--- src/rtl/pcs_rx_block_lock_ctrl.sv ---
// Receive-side block-lock sequencer for the 64b/66b PCS descrambler path.
// Hunts for sync-header alignment, requests bitslips, gates the descrambler and forwards locked blocks.
//
// state     | meaning
// ----------+----------------------------------------------------------
// HUNT      | counting consecutive valid headers toward lock
// SLIP_WAIT | bitslip issued, waiting for the gearbox to realign
// LOCKED    | aligned; monitoring invalid headers per window
module pcs_rx_block_lock_ctrl #(
  parameter int LOCK_CNT  = 64,
  parameter int INV_LIMIT = 16,
  parameter int SLIP_WAIT = 8,
  parameter int ERR_CNT_W = 16
) (
  input  logic                 CLK,
  input  logic                 rst,
  input  logic                 rx_valid,
  input  logic [1:0]           rx_hdr,
  input  logic [63:0]          rx_data,
  output logic                 bitslip,
  output logic                 descr_en,
  output logic                 descr_clr,
  output logic                 block_lock,
  output logic                 out_valid,
  output logic [1:0]           out_hdr,
  output logic [63:0]          out_data,
  output logic [ERR_CNT_W-1:0] hdr_err_cnt
);

  localparam int SH_W   = $clog2(LOCK_CNT + 1);
  localparam int INV_W  = $clog2(INV_LIMIT + 1);
  localparam int WAIT_W = (SLIP_WAIT > 1) ? $clog2(SLIP_WAIT) : 1;

  typedef enum logic [1:0] {
    ST_HUNT      = 2'd0,
    ST_SLIP_WAIT = 2'd1,
    ST_LOCKED    = 2'd2
  } state_t;

  state_t                r_state;
  state_t                w_state_nxt;
  logic [SH_W-1:0]       r_sh_cnt;
  logic [INV_W-1:0]      r_inv_cnt;
  logic [WAIT_W-1:0]     r_wait_cnt;
  logic                  r_bitslip;
  logic                  r_descr_clr;
  logic                  r_block_lock;
  logic                  r_out_valid;
  logic [1:0]            r_out_hdr;
  logic [63:0]           r_out_data;
  logic [ERR_CNT_W-1:0]  r_hdr_err_cnt;

  logic                  w_hdr_ok;
  logic                  w_beat;
  logic                  w_sh_full;
  logic                  w_inv_hit;
  logic                  w_slip;
  logic                  w_lock_acq;
  logic                  w_win_end;
  logic                  w_descr_en;
  logic [SH_W-1:0]       w_sh_inc;
  logic [INV_W-1:0]      w_inv_inc;

  always_ff @(posedge CLK) begin
    if (rst) begin
      r_state <= ST_HUNT;
    end else begin
      r_state <= w_state_nxt;
    end
  end

  always_comb begin
    w_hdr_ok    = rx_hdr[1] ^ rx_hdr[0];
    w_beat      = rx_valid && (r_state != ST_SLIP_WAIT);
    w_sh_inc    = r_sh_cnt + SH_W'(1);
    w_inv_inc   = r_inv_cnt + INV_W'(1);
    w_sh_full   = (w_sh_inc == SH_W'(LOCK_CNT));
    w_inv_hit   = !w_hdr_ok && (w_inv_inc == INV_W'(INV_LIMIT));
    // Loss of lock takes priority over a window restart on the same beat.
    w_slip      = rx_valid && (((r_state == ST_HUNT) && !w_hdr_ok) ||
                               ((r_state == ST_LOCKED) && w_inv_hit));
    w_lock_acq  = rx_valid && (r_state == ST_HUNT) && w_hdr_ok && w_sh_full;
    w_win_end   = rx_valid && (r_state == ST_LOCKED) && !w_inv_hit && w_sh_full;
    w_state_nxt = r_state;
    case (r_state)
      ST_HUNT: begin
        if (w_slip) begin
          w_state_nxt = ST_SLIP_WAIT;
        end else if (w_lock_acq) begin
          w_state_nxt = ST_LOCKED;
        end
      end
      ST_SLIP_WAIT: begin
        if (r_wait_cnt == '0) begin
          w_state_nxt = ST_HUNT;
        end
      end
      ST_LOCKED: begin
        if (w_slip) begin
          w_state_nxt = ST_SLIP_WAIT;
        end
      end
      default: w_state_nxt = ST_HUNT;
    endcase
  end

  always_comb begin
    w_descr_en = rx_valid && (r_state != ST_SLIP_WAIT);
  end

  always_ff @(posedge CLK) begin
    if (rst) begin
      r_sh_cnt      <= '0;
      r_inv_cnt     <= '0;
      r_wait_cnt    <= '0;
      r_bitslip     <= 1'b0;
      r_descr_clr   <= 1'b0;
      r_block_lock  <= 1'b0;
      r_out_valid   <= 1'b0;
      r_out_hdr     <= '0;
      r_out_data    <= '0;
      r_hdr_err_cnt <= '0;
    end else begin
      if (w_slip) begin
        r_wait_cnt <= WAIT_W'(SLIP_WAIT - 1);
      end else if ((r_state == ST_SLIP_WAIT) && (r_wait_cnt != '0)) begin
        r_wait_cnt <= r_wait_cnt - WAIT_W'(1);
      end

      if (w_slip || w_lock_acq || w_win_end) begin
        r_sh_cnt  <= '0;
        r_inv_cnt <= '0;
      end else if (w_beat) begin
        r_sh_cnt <= w_sh_inc;
        if ((r_state == ST_LOCKED) && !w_hdr_ok) begin
          r_inv_cnt <= w_inv_inc;
        end
      end

      if (w_beat && (r_state == ST_LOCKED) && !w_hdr_ok && !(&r_hdr_err_cnt)) begin
        r_hdr_err_cnt <= r_hdr_err_cnt + ERR_CNT_W'(1);
      end

      r_bitslip    <= w_slip;
      r_descr_clr  <= w_slip;
      r_block_lock <= (w_state_nxt == ST_LOCKED);
      r_out_valid  <= w_beat && (r_state == ST_LOCKED) && !w_slip;

      if (rx_valid) begin
        r_out_hdr  <= rx_hdr;
        r_out_data <= rx_data;
      end
    end
  end

  assign bitslip     = r_bitslip;
  assign descr_en    = w_descr_en;
  assign descr_clr   = r_descr_clr;
  assign block_lock  = r_block_lock;
  assign out_valid   = r_out_valid;
  assign out_hdr     = r_out_hdr;
  assign out_data    = r_out_data;
  assign hdr_err_cnt = r_hdr_err_cnt;

endmodule

--- config.mk ---
export PLATFORM = sky130hd
export DESIGN_NAME = pcs_rx_block_lock_ctrl
export DESIGN_NICKNAME = d
export VERILOG_FILES = /design/src/rtl/pcs_rx_block_lock_ctrl.sv
export SDC_FILE = /design/constraint.sdc
export NUM_CORES = 1
export LEC_CHECK = 0
export CORE_ASPECT_RATIO = 1.4
export CORE_MARGIN = 8
export CORE_UTILIZATION = 37
export DETAILED_ROUTE_END_ITERATION = 10
export PLACE_DENSITY = 0.79
export SYNTH_ARGS = -nofsm -noshare
export SYNTH_HDL_FRONTEND = slang
export SYNTH_SLANG_ARGS = --single-unit
--- constraint.sdc ---
create_clock -name CLK -period 1.9 [get_ports CLK]
set_input_delay 0.38 -clock CLK [delete_from_list [all_inputs] [get_ports CLK]]
set_output_delay 0.38 -clock CLK [all_outputs]
set_load 0.02 [all_outputs]
* Word level (Yosys, flattened, before mapping)
Index checks and enable logic that the tools add are counted.
** Operators by class
- Reductions and logical operators :: 31
- Multiplexer cells :: 7
- Bitwise logic cells :: 1
- Add/subtract/negate cells :: 4
- Equal/unequal tests :: 6
** Operator list (number)
- 1-bit logical AND :: 17
- 16-bit by 1-bit adder with 16-bit output, second input constant :: 1
- 16-bit AND reduction :: 1
- 2-bit two-way mux :: 4
- 7-bit by 1-bit adder with 7-bit output, second input constant :: 1
- 7-bit == test, second input constant :: 1
- 3-bit two-way mux :: 2
- 2-bit one-hot mux with 3 select lines :: 1
- 5-bit by 1-bit adder with 5-bit output, second input constant :: 1
- 5-bit == test, second input constant :: 1
- 2-bit == test, second input constant :: 2
- 1-bit logical NOT :: 4
- 3-bit logical NOT :: 1
- 1-bit logical OR :: 3
- 3-bit nonzero test :: 1
- 3-bit by 1-bit subtractor with 3-bit output, second input constant :: 1
- 2-bit by 1-bit == test with 1-bit output, second input constant :: 1
- 2-bit logical NOT :: 1
- 2-bit by 1-bit inequality test with 1-bit output, second input constant :: 1
- 2-bit AND reduction :: 1
- 2-bit nonzero test :: 1
- 2-bit OR reduction :: 1
- 1-bit bitwise XOR :: 1
** Storage, ports and cells
- Word-level logic and storage cells :: 59
- Bits of input ports :: 69
- Register bits after elaboration :: 102

* Depth between registers and ports, before layout
Gate-level depths: netlist of run 1.
- Depth after elaboration :: 9
- Gate-level depth with buffers :: 7
- Gate-level depth less buffers :: 6

* Worst setup path before layout of run 1
Ideal clock, no wire load.
- Kind :: register to register
- Start point :: register r_sh_cnt[1]
- End point :: register r_inv_cnt[0]
- Arrival time :: 1.523 ns
- Data required time :: 1.766 ns
- Library setup time :: 0.134 ns
- Slack :: 0.243 ns
- Period minus slack after synthesis :: 1.657 ns
- Cell stages (with the launch flop) :: 7
- Cells stage by stage :: dfxtp_1 ha_1 nand2_1 a21oi_1 o211ai_1 nor4b_4 nor3_1
** Between the ends
- Word-level cells in the longest chain between the ends :: 6
- Elaborated cells on any way between the ends :: 7
** Ends and longest elaborated chain
- from (decl) :: line 42 : logic [SH_W-1:0] r_sh_cnt;
- from (signal assigned) :: line 134 : r_sh_cnt <= w_sh_inc;
- 7-bit by 1-bit adder with 7-bit output * :: line 75 : w_sh_inc = r_sh_cnt + SH_W'(1);
- 7-bit == test * :: line 77 : w_sh_full = (w_sh_inc == SH_W'(LOCK_CNT));
- 1-bit logical AND :: line 82 : w_lock_acq = rx_valid && (r_state == ST_HUNT) && w_hdr_ok && w_sh_full;
- 1-bit logical OR :: line 130 : if (w_slip || w_lock_acq || w_win_end) begin
- 1-bit logical OR * :: line 130
- 2-bit OR reduction (no line) *
- to (signal assigned) :: line 136 : r_inv_cnt <= w_inv_inc;
- to (decl) :: line 43 : logic [INV_W-1:0] r_inv_cnt;
Every way passes the cells marked *; elsewhere a longest branch is shown, timed or not.
A chain may end at the register's enable or synchronous reset.

* Worst setup path in the final report of run 1
Ends and elaborated chain as after synthesis.

==> results.yml, run 1 <==
worst_setup_path:
  path_max_fanout: 6
  critPathArrivalTime_ps: 2050
  startpoint_type: "flip-flop"
  crit_required_ps: 2120
  regToRegStartpoint: "r_sh_cnt[1]"
  critPathKind: "flip-flop to flip-flop"
  cp-startpoint: "r_sh_cnt[1]"
  cp-end-kind: "flip-flop"
clock_tree:
  clockRootBuffer: "clkbuf_16"
  cts_tree: "built"
  numCtsBuffers: 9
  cts.reportedPaths.clkPinSlew_ps: 70
  worst_skew_pair.late_latency_ps: 330
  htreeDepth: 3
  cts_buffer_depth: 2
  cts.sinks: 102
placed_design:
  pre_cts_ws_ps: -254
  place_congestion: 0.776
  portBuffers: 155
  placed_cell_area_um2: 6040
  hpwl_um: 8780
route:
  firstDrtPassIters: 4
  drt_iter0_drc: 103
  totalWireLength_um: 11500
  vias: 3632
  drtAntennaViolNets: 0
  vias_per_cell: 4.93
  remaining_drc_errors: 0
  wl_per_cell_um: 15.6
die:
  rows: 46
  start_util_pct: 37.7
  fp.dieW_um: 107
  die-area_um2: 15200
  io_pins: 156
  die_h_um: 143
  core-area_um2: 11300
synth:
  synthXorXnorAreaFrac_pct: 5.79
  syn_area_per_cell_um2: 10.1
  yosys.area_share.simple_pct: 19.2
  ys_types: 51
  synthAdderAreaFrac_pct: 2.06
  muxShareOfSynthArea_pct: 16.5
  syn_inst: 421
  yosysSeqAreaShare_pct: 48.0
  yosysWarningCount: 0
  synth.ff_latch_count: 102
  synth_compound_area_share_pct: 4.56
  synth_top_family_by_area: "simple AND/OR/NAND/NOR gates"
  syn_nets: 497
  netlist_area_um2: 4250
sta:
  fin_crit_ps: 1830
  maxSlewViolCount: 0
  hold_viol: 0
  post-route-period-util_pct: 96.1
  rsz0062_at_grt: "false"
  fmax_ghz: 0.548
  whs_ps: 435
  clock_skew_ps: 5.71
  setup_viol: 0
  tightest_slew_ps: 386
  slew_headroom_pct: 74.2
  setup_slack_ps: 74.2
pwr:
  power_mw: 4.91
  p_sw_share_pct: 25.0
  p_per_area_nw_per_um2: 767
  ir_drop_v: 0.000512
  power.switching_mw: 1.23
  p_leak_nw: 2.64
  p_seq_share_pct: 46.7
  clkPwrFrac_pct: 37.8
  combPwrFrac_pct: 15.5
  internal_power_mw: 3.68
global_routing:
  track_usage_pct: 14.9
  grt_start_max_net_pins: 88
  grt_pass1_wl_um: 18500
  use_met3_pct: 7.08
  antenna_found_initial: 0
  use_met2_pct: 27.6
  use_met1_pct: 14.1
  grt-ovfl-total: 0
  top_usage_layer: "met2"
  grt_pass1_vias: 3810
flow_run:
  cap_violations: 0
min_path:
  hp-start: "rx_valid"
  hold_class: "primary input to flip-flop"
layout:
  diodes: 0
  fillers: 968
  multi_input_area_um2: 2070
  final_nets: 664
  regArea_um2: 2050
  post-route-cell-area_um2: 6400
  mostFrequentLayoutCell: "clkdlybuf4s50_1"
  area_growth_pct: 50.4
  final_cell_mix: "clkdlybuf4s50_1, dfxtp_1, nor2_1"
  layout-drive-gt1-share_pct: 11.0
outcome:
  outcome: "complete, no violations"
## synthesized netlist by cell type (all sizes together)
| library cell | number | area [um^2] |
|---|---|---|
| dfxtp | 102 | 2040 |
| nor2 | 89 | 344 |
| mux2i | 70 | 701 |
| xor2 | 18 | 176 |
| clkbuf | 15 | 87.6 |
| nand2 | 12 | 47.6 |
| nor3 | 10 | 50.1 |
| a21oi | 9 | 48.8 |
| buf | 9 | 53.8 |
| nand4 | 9 | 62.6 |
| nand3 | 8 | 40.0 |
| xnor2 | 8 | 70.1 |
| ha | 7 | 87.6 |
| inv | 7 | 26.3 |
| o21ai | 6 | 33.8 |
| and2 | 4 | 26.3 |
| and3 | 4 | 25.0 |
| nor4 | 4 | 40.0 |
| o2111ai | 4 | 35.0 |
| and4 | 3 | 28.8 |
| nand3b | 3 | 35.0 |
| nor3b | 3 | 22.5 |
| nor4b | 3 | 56.3 |
| o211ai | 3 | 22.5 |
| a311oi | 2 | 17.5 |
| a211o | 1 | 8.76 |
| a21boi | 1 | 11.3 |
| a41oi | 1 | 8.76 |
| and3b | 1 | 8.76 |
| and4b | 1 | 10.0 |
| nand2b | 1 | 6.26 |
| nor2b | 1 | 6.26 |
| o21bai | 1 | 7.51 |
| or3 | 1 | 6.26 |
## final cells by class
type / instances / share of cell area, %
Clock buffer: 9 / 3.52
Tap cell: 144 / 2.82
Multi-Input combinational cell: 288 / 32.3
Clock inverter: 7 / 1.23
Inverter: 7 / 0.411
Sequential cell: 102 / 32.0
Timing Repair Buffer: 180 / 27.7
## layer usage
| metal | wire (um) | vias to the layer above |
|---|---|---|
| li1 | - | 1776 |
| met1 | 4170 | 1739 |
| met2 | 6120 | 101 |
| met3 | 989 | 16 |
| met4 | 208 | 0 |
| met5 | 0 | - |
## state kept, by name, indices dropped and copies added, names as in the netlist
register	count
descr_clr	1
r_state	2
out_hdr	2
out_valid	1
r_sh_cnt	7
out_data	64
r_inv_cnt	5
hdr_err_cnt	16
block_lock	1
r_wait_cnt	3
## what timing repair did
item / 4_1_cts / 5_1_grt
endpoints found under the setup margin: 1 / 18
buffers inserted: 0 / 3
pin swaps: 0 / 2
resized for setup: 1 / 10
hold buffers: 0 / 0
## metrics by stage
| step | util [%] | TNS (ps) | instances |
|---|---|---|---|
| final | 56.7 | 0 | 737 |
| after global routing | 56.7 | 0 | 737 |
| after CTS | 56.2 | 0 | 734 |
| after detailed placement | 53.5 | -7270 | 718 |
| after global placement | 53.5 | -5870 | 718 |
| after floorplan | - | 0 | 421 |
## critical path, cell delays in order, from the launching register on
cell and delay, ps:
dfxtp_1 370, buf_4 180, a211o_1 280, a21oi_1 220, o211ai_1 180, nor4b_4 260, buf_4 180, nor3_1 50
## logic make-up after synthesis
logic type / Yosys count
buf+inv: 31
flops: 102
xor+xnor: 26
simple gates: 157
fa+ha+maj: 7
mux: 70
compound gates: 28
## final timing paths
path / slack, ps / endpoint / cells after the start
worst min register to register: 500 / out_data[29] / 2
worst max register to register: 70 / r_inv_cnt[0] / 7
worst max-delay path: 70 / r_inv_cnt[0] / 7
worst min-delay path: 430 / out_hdr[1] / 3
## power groups by stage
stage / logic (mW) / clock network, mW / registers, mW
2_1_floorplan: 0.269 / 0 / 2.44
3_3_place_gp: 0.744 / 0 / 2.33
3_5_place_dp: 0.765 / 0 / 2.34
4_1_cts: 0.768 / 1.90 / 2.29
5_1_grt: 0.816 / 1.99 / 2.30
6_report: 0.761 / 1.85 / 2.29
No activity file was read; power rests on OpenSTA's default activity.
==> run 2: changes to the inputs <==
CAP_MARGIN = 10   (was unset)
GPL_TIMING_DRIVEN = 0   (was unset)
clock period = 2.1 ns   (was 1.9 ns; I/O delays follow)
==> results.yml, run 2 (synthesized netlist as in run 1, its figures left out) <==
clock_tree:
  postCtsHoldBufs: 0
  cts_buffer_depth: 2
  cts.reportedPaths.clkPinSlew_ps: 70
  cts.sinks: 102
  numCtsBuffers: 9
  cts_tree: "built"
  clockRootBuffer: "clkbuf_16"
  worst_skew_pair.late_latency_ps: 340
  htreeDepth: 3
pwr:
  ir_drop_v: 0.000401
  combPwrFrac_pct: 15.2
  power.switching_mw: 1.11
  p_per_area_nw_per_um2: 709
  p_seq_share_pct: 46.6
  internal_power_mw: 3.34
  p_leak_nw: 2.56
  clkPwrFrac_pct: 38.3
  power_mw: 4.45
  p_sw_share_pct: 25.0
layout:
  fin_util_pct: 55.6
  area_growth_pct: 47.5
  regArea_um2: 2040
  final_cell_mix: "clkdlybuf4s50_1, dfxtp_1, nor2_1"
  diodes: 0
  final_nets: 661
  largest_register_ffs: 64
  layout-drive-gt1-share_pct: 7.80
  multi_input_area_um2: 2050
  fillers: 1020
  mostFrequentLayoutCell: "clkdlybuf4s50_1"
sta:
  fmax_ghz: 0.500
  tns_ps: 0
  tightest_slew_ps: 853
  post-route-period-util_pct: 95.3
  fin_crit_ps: 2000
  slew_headroom_pct: 43.2
  maxSlewViolCount: 0
  rsz0062_at_grt: "false"
  hold_viol: 0
  clock_skew_ps: 5.78
  setup_viol: 0
  setup_slack_ps: 99.2
worst_setup_path:
  regToRegStartpoint: "r_sh_cnt[1]"
  reg2reg_slack_ps: 120
  crit_family: "buffers and inverters"
  critPathBufInv: 2
  path_cells: "clkdlybuf4s50_1, xor2_4, nor4b_1, o21ai_1, nand2_2, buf_6, nor3b_1"
  critPathArrivalTime_ps: 2250
  critPathKind: "primary input to flip-flop"
  ff2ff_path_depth: 7
  startpoint_type: "primary input"
  cp-end-kind: "flip-flop"
  crit_required_ps: 2350
  slowest_stage: "clkdlybuf4s50_1"
  cp_slowest_stage_delay_ps: 590
  path_max_fanout: 10
  worstReg2RegEnd: "r_sh_cnt[6]"
route:
  wl_per_cell_um: 16.0
  vias_per_cell: 4.91
  remaining_drc_errors: 0
  drt_iter0_drc: 106
  totalWireLength_um: 11700
  firstDrtPassIters: 4
  drtAntennaViolNets: 0
  vias: 3605
die:
  core-area_um2: 11300
  fp.dieW_um: 107
  die-area_um2: 15200
  die_h_um: 143
  start_util_pct: 37.7
  io_pins: 156
  rows: 46
placed_design:
  pre_cts_ws_ps: -237
  hpwl_um: 9070
  place_congestion: 0.780
  portBuffers: 153
global_routing:
  antenna_found_initial: 0
  grt_pass1_wl_um: 18800
  grt-ovfl-total: 0
  track_usage_pct: 15.3
  grt_start_max_net_pins: 18
  grt_pass1_vias: 3771
outcome:
  outcome: "complete, no violations"
min_path:
  min_delay_path_depth: 3
  hp-start: "rx_valid"
  hold_path_end: "out_valid"
  hold_class: "primary input to flip-flop"
flow_run:
  cap_violations: 0
[run 2: cell types whose count changed in the layout (fill, tap and decap cells not counted), moves of 2 or more]
cell             previous run  this run
dfxtp_1                    98       102
clkbuf_8                    0         4
clkdlybuf4s50_1           150       152
dfxtp_2                     4         0
buf_2                       1         7
buf_4                      23         2
dlymetal6s2s_1              2         0
buf_12                      3         0
clkbuf_1                    0        10
[run 2: area by class of cell]
| type | count | share of cell area (%) |
|---|---|---|
| inverters | 7 | 0.419 |
| clock buffers | 10 | 3.81 |
| clock inverters | 6 | 1.08 |
| multi-input cells | 288 | 32.6 |
| plain buffers | 23 | 2.19 |
| well taps | 144 | 2.87 |
| repair buffers | 154 | 24.5 |
| flip-flops and latches | 102 | 32.5 |
[run 2: worst max path at each step]
stage	cells past startpoint	end	slack [ps]	from
final	7	block_lock	100	rx_hdr[1]
after global routing	6	hdr_err_cnt[4]	10	rx_hdr[1]
after CTS	6	r_inv_cnt[3]	80	r_sh_cnt[1]
after detailed placement	6	hdr_err_cnt[4]	-240	rx_hdr[1]
after global placement	7	block_lock	-200	rx_hdr[1]
after floorplan	6	r_inv_cnt[0]	440	r_sh_cnt[1]
[run 2: repair_timing]
| action | 4_1_cts | 5_1_grt |
|---|---|---|
| setup buffers | 0 | 1 |
| setup endpoints to repair | 1 | 6 |
| gates resized for setup | 2 | 0 |
| pin swaps | 0 | 1 |
| cloned | 0 | 0 |
[run 2: power groups by stage]
stage | clock (mW) | sequential, mW | combinational, mW
finish | 1.70 | 2.07 | 0.675
detailed placement | 0 | 2.12 | 0.683
CTS | 1.76 | 2.07 | 0.685
global route | 1.83 | 2.08 | 0.725
global placement | 0 | 2.11 | 0.669
floorplan | 0 | 2.20 | 0.243
[run 2: stage by stage]
stage          area, um^2  instances  hold WS [ps]
2_1_floorplan        4250        421           464
3_3_place_gp         5970        718           472
3_5_place_dp         5970        718           479
4_1_cts              6270        733           450
5_1_grt              6280        734           481
6_report             6280        734           461
[run 2: per-layer routing]
layer	wire, um	GRT usage (%)
met1	4240	14.8
met2	6140	27.4
met3	1100	6.90
met4	242	6.39
met5	0	0
[run 2: worst register-to-register path: stages, from the launching register on]
cell and delay, ps:
dfxtp_1 490, ha_1 340, nand2_1 90, a21oi_1 190, o211ai_1 180, nor4b_4 310, buf_4 200, nor3_1 60
==> run 3: changes to the inputs <==
TNS_END_PERCENT = 20   (was unset)
==> results of run 3 <==
No change in the layout: final DEF, timing and power equal those of run 2.
